## src/rtl/mips32_pkg.sv

```systemverilog
// Shared MIPS32 definitions: datapath widths, register count and dump FSM types.
package mips32_pkg;

  localparam int unsigned WORD_W     = 32;
  localparam int unsigned REG_ADDR_W = 5;
  localparam int unsigned NUM_REGS   = 32;

  // Register-dump controller states.
  typedef enum logic [1:0] {
    ST_IDLE = 2'd0,
    ST_READ = 2'd1,
    ST_HOLD = 2'd2,
    ST_DONE = 2'd3
  } dump_state_t;

  // One dump beat as presented to the consumer.
  typedef struct packed {
    logic [REG_ADDR_W-1:0] addr;
    logic [WORD_W-1:0]     data;
    logic                  last;
  } dump_beat_t;

endpackage : mips32_pkg

```

## src/rtl/mips32_reg_dump.sv

```systemverilog
// Register-file dump engine: on a CPU halt edge or a manual start, walks
// registers FIRST_REG..LAST_REG and streams each one out as a valid/ready beat.
module mips32_reg_dump
  import mips32_pkg::*;
#(
  parameter int unsigned FIRST_REG = 0,
  parameter int unsigned LAST_REG  = 31
) (
  input  logic                  clk1,
  input  logic                  rst_n,
  input  logic                  halted,
  input  logic                  start,
  output logic [REG_ADDR_W-1:0] rf_rd_addr,
  input  logic [WORD_W-1:0]     rf_rd_data,
  output logic                  out_valid,
  input  logic                  out_ready,
  output logic [REG_ADDR_W-1:0] out_addr,
  output logic [WORD_W-1:0]     out_data,
  output logic                  out_last,
  output logic                  busy,
  output logic                  done
);

  localparam logic [REG_ADDR_W-1:0] FIRST_IDX = REG_ADDR_W'(FIRST_REG);
  localparam logic [REG_ADDR_W-1:0] LAST_IDX  = REG_ADDR_W'(LAST_REG);

  dump_state_t           state;
  logic [REG_ADDR_W-1:0] index;
  logic                  prev_halted;
  logic                  armed;
  logic                  valid_q;
  logic                  busy_q;
  logic                  done_q;
  dump_beat_t            beat;
  logic                  trigger_c;

  // A halt edge only counts once the edge detector has seen one live sample
  // after reset, so a halted level already high out of reset cannot fire.
  assign trigger_c = start | (halted & ~prev_halted & armed);

  // Read address follows the walking index in every state.
  assign rf_rd_addr = index;

  assign out_valid = valid_q;
  assign out_addr  = beat.addr;
  assign out_data  = beat.data;
  assign out_last  = beat.last;
  assign busy      = busy_q;
  assign done      = done_q;

  // Dump FSM with registered outputs; synchronous active-low reset.
  always_ff @(posedge clk1) begin
    if (!rst_n) begin
      state       <= ST_IDLE;
      index       <= FIRST_IDX;
      prev_halted <= 1'b0;
      armed       <= 1'b0;
      valid_q     <= 1'b0;
      busy_q      <= 1'b0;
      done_q      <= 1'b0;
      beat        <= '0;
    end else begin
      prev_halted <= halted;
      armed       <= 1'b1;
      case (state)
        ST_IDLE: begin
          if (trigger_c) begin
            state  <= ST_READ;
            index  <= FIRST_IDX;
            busy_q <= 1'b1;
          end
        end
        ST_READ: begin
          beat.addr <= index;
          beat.data <= rf_rd_data;
          beat.last <= (index == LAST_IDX);
          valid_q   <= 1'b1;
          state     <= ST_HOLD;
        end
        ST_HOLD: begin
          // Beat stays frozen until the consumer takes it.
          if (out_ready) begin
            valid_q   <= 1'b0;
            beat.last <= 1'b0;
            if (beat.last) begin
              state  <= ST_DONE;
              busy_q <= 1'b0;
              done_q <= 1'b1;
            end else begin
              index <= index + REG_ADDR_W'(1);
              state <= ST_READ;
            end
          end
        end
        ST_DONE: begin
          // Wait for both request sources to drop before re-arming.
          if (!halted && !start) begin
            state  <= ST_IDLE;
            done_q <= 1'b0;
          end
        end
        default: begin
          state   <= ST_IDLE;
          valid_q <= 1'b0;
          busy_q  <= 1'b0;
          done_q  <= 1'b0;
        end
      endcase
    end
  end

endmodule : mips32_reg_dump

```

## config.mk

```make
export PLATFORM = sky130hd
export DESIGN_NAME = mips32_reg_dump
export DESIGN_NICKNAME = d
export VERILOG_FILES = /design/src/rtl/mips32_pkg.sv /design/src/rtl/mips32_reg_dump.sv
export SDC_FILE = /design/constraint.sdc
export NUM_CORES = 1
export LEC_CHECK = 0
export BUFFER_PORTS_ARGS = -buffer_cell sky130_fd_sc_hd__buf_2
export CORE_MARGIN = 5
export CORE_UTILIZATION = 45
export CTS_BUF_LIST = sky130_fd_sc_hd__clkbuf_2
export CTS_CLUSTER_SIZE = 25
export DETAILED_ROUTE_END_ITERATION = 10
export PLACE_DENSITY = 0.79
export SLEW_MARGIN = 20
export SYNTH_ARGS = -nofsm -noshare
export SYNTH_HDL_FRONTEND = slang
export SYNTH_SLANG_ARGS = --single-unit
```

## constraint.sdc

```tcl
create_clock -name clk1 -period 4.7 [get_ports clk1]
set_clock_uncertainty 0.15 [all_clocks]
set_input_delay 1.175 -clock clk1 [delete_from_list [all_inputs] [get_ports clk1]]
set_output_delay 1.175 -clock clk1 [all_outputs]
set_load 0.02 [all_outputs]
```

==> out/results.ini <==
[status]
status=finished clean

[sta]
period_share_pct=52.4
finalMaxSlewViolations=0
setup_viol=0
hold_violations=0
worst_pin_slew_ns=0.536
rsz0062_at_grt=no
relSlewSlack_pct=64.2
fin_setup_tns_ns=0
fmax_mhz=406
min_period_ns=2.46

[global_routing]
overflow=0
antenna_found_initial=0
grt_usage_pct=15.8
grt_max_degree=37
grt_pass1_wl_um=6760
grt_pass1_vias=1527

[setup_path]
critPathBufInv=1
critPathTopFamily=flip-flops
cp.required_ns=3.38
critPathLaunch=out_last
crit_path_start_kind=flop
cp.arrival_ns=1.14
critPathMaxFanout=8
crit_path_end_kind=output pin
criticalPathCategory=reg -> out
path_cells=buf_2
crit_slowest_cell=dfxtp_1
max_stage_delay_ns=0.51
r2r_start=state[1]

[drt]
wirelength_um=4400
vias=1746
dr.pass1.iters=4
antenna_left=0
drcViolationCount=0
routedWlPerCell_um=12.3
viasPerCell=4.89
drt_iter0_drc=81

[logic_synthesis]
syn_inst=228
asyncSetResetFlopFracSynth_pct=0
yosys-top-cells-area=dfxtp_1 (53%), nand2_1 (16%), a21oi_1 (11%)
synth_cell_type_count=31
ys_ff_latch=50
synth_area_um2=1870
yosys.area.top_type=dfxtp_1
synth_area_per_cell_um2=8.22
ys.flop_type=dfxtp_1
synth-edff-count=0
synth_most_common_cell=nand2_1
ys_seq_area_share_pct=53.4
syn_nets=267
synth_top_area_share_pct=53.4
synthTopCellsByCount=nand2_1 (79), dfxtp_1 (50), a21oi_1 (43), buf_2 (7), clkbuf_1 (7)
ys_warn_count=0

[floorplan]
initial_core_util_pct=46.5
core_area_um2=4030
rows=23
pin_count=83
die_width_um=74.5
fp.dieArea_um2=5560
die_y_um=74.5

[power]
netSwitchingFraction_pct=30.5
power_frac_seq_pct=60.1
intPower_w=0.000542
comb_power_share_pct=18.7
p_leak_nw=1.09
power_density_nw_per_um2=332
power_frac_clock_pct=21.1
peakVddDrop_uv=152
p_sw_w=0.000238

[clock_tree]
clk_pin_slew_ns=0.22
htreeDepth=2
clk_path_buf_depth=2
cts_buffers=5
numClockSinks=50
root_buffer=clkbuf_2
cts_resized=0
hold_buffers=0
postCtsSetupBuffers=0
clock_latency_ns=0.41
cts_tree=done

[placed_design]
place_area_um2=2310
gp_congestion=0.844
hpwlAfterDp_um=3190
port_buffers=82

[final_layout]
drive_gt1_share_pct=32.2
nets=345
post-route-util_pct=58.3
regArea_um2=1000
design_area_um2=2350
diodes=0
fill_cells=386
multi_input_area_um2=807
area_delta_synth_final_pct=25.4

[min_path]
min_from=out_data[1]
hold_class=reg -> reg

[run]
maxCapViolCount=0

-- power by group through the flow --
| stage | combinational (W) | clock (W) | sequential (W) |
|---|---|---|---|
| 6_report | 0.000146 | 0.000165 | 0.000469 |
| 5_1_grt | 0.000163 | 0.000187 | 0.000474 |
| 4_1_cts | 0.000149 | 0.000172 | 0.000469 |
| 3_5_place_dp | 0.000148 | 0 | 0.000478 |
| 3_3_place_gp | 0.000146 | 0 | 0.000477 |
| 2_1_floorplan | 0.0000707 | 0 | 0.000501 |
-- through the flow --
| stage | power [W] | worst slack, ns | hold slack [ns] | cells |
|---|---|---|---|---|
| CTS | 0.000790 | 2.22 | 0.318 | 357 |
| global placement | 0.000623 | 2.27 | 0.289 | 349 |
| finish | 0.000780 | 2.24 | 0.317 | 357 |
| global route | 0.000824 | 2.13 | 0.332 | 357 |
| detailed placement | 0.000626 | 2.24 | 0.293 | 349 |
| floorplan | 0.000572 | 2.46 | 0.383 | 228 |
-- state kept, by name, summed over array words and instances (netlist names) --
| register | flops |
|---|---|
| out_data | 32 |
| out_addr | 5 |
| rf_rd_addr | 5 |
| state | 2 |
| armed | 1 |
| busy | 1 |
| done | 1 |
| out_last | 1 |
| out_valid | 1 |
| prev_halted | 1 |
-- logic make-up (layout without fill, tap and decap cells) --
group / after synthesis / count (layout) / synth area share, %
AO/OA/AOI/OAI: 56 / 56 / 17.0
adder cells (fa/ha/maj): 2 / 2 / 1.33
buffers and inverters: 16 / 95 / 3.67
flip-flops: 50 / 50 / 53.4
multiplexers: 1 / 1 / 0.801
AND/OR/NAND/NOR: 103 / 103 / 23.8
-- path summary, 6_finish.rpt --
check	endpoint	slack, ns	cells past startpoint
setup / recovery	out_last	2.24	1
hold / removal	out_data[1]	0.32	2
setup reg to reg	out_last	2.66	4
hold reg to reg	out_data[1]	0.32	2
-- cell usage in the layout (no fill, tap or decap), types with 2 or more instances in the layout --
cell type  instances
ha_1               2
a21oi_1           43
a21o_1             2
nand3b_1           3
clkbuf_2           6
dfxtp_1           50
nand2b_1           2
a31oi_1            2
nor2_1             6
nand3_1            2
o21ai_0            2
clkinv_1           2
buf_4              3
a22o_2             2
buf_2             82
o211ai_1           2
nand2_1           79
-- routing by layer --
| metal | vias to the layer above | wire, um | track usage [%] |
|---|---|---|---|
| li1 | 910 | - | - |
| met3 | 5 | 381 | 5.81 |
| met2 | 51 | 2050 | 26.3 |
| met5 | - | 0 | 0 |
| met4 | 0 | 40 | 4.15 |
| met1 | 780 | 1920 | 19.2 |
-- layout make-up --
| cell class | instances | area share, % |
|---|---|---|
| inverters | 2 | 0.319 |
| clock buffers | 6 | 1.28 |
| multi-input cells | 162 | 34.3 |
| well taps | 50 | 2.66 |
| clock inverters | 2 | 0.373 |
| repair buffers | 85 | 18.4 |
| flip-flops and latches | 50 | 42.6 |
Power figures use the tool's default switching activity.
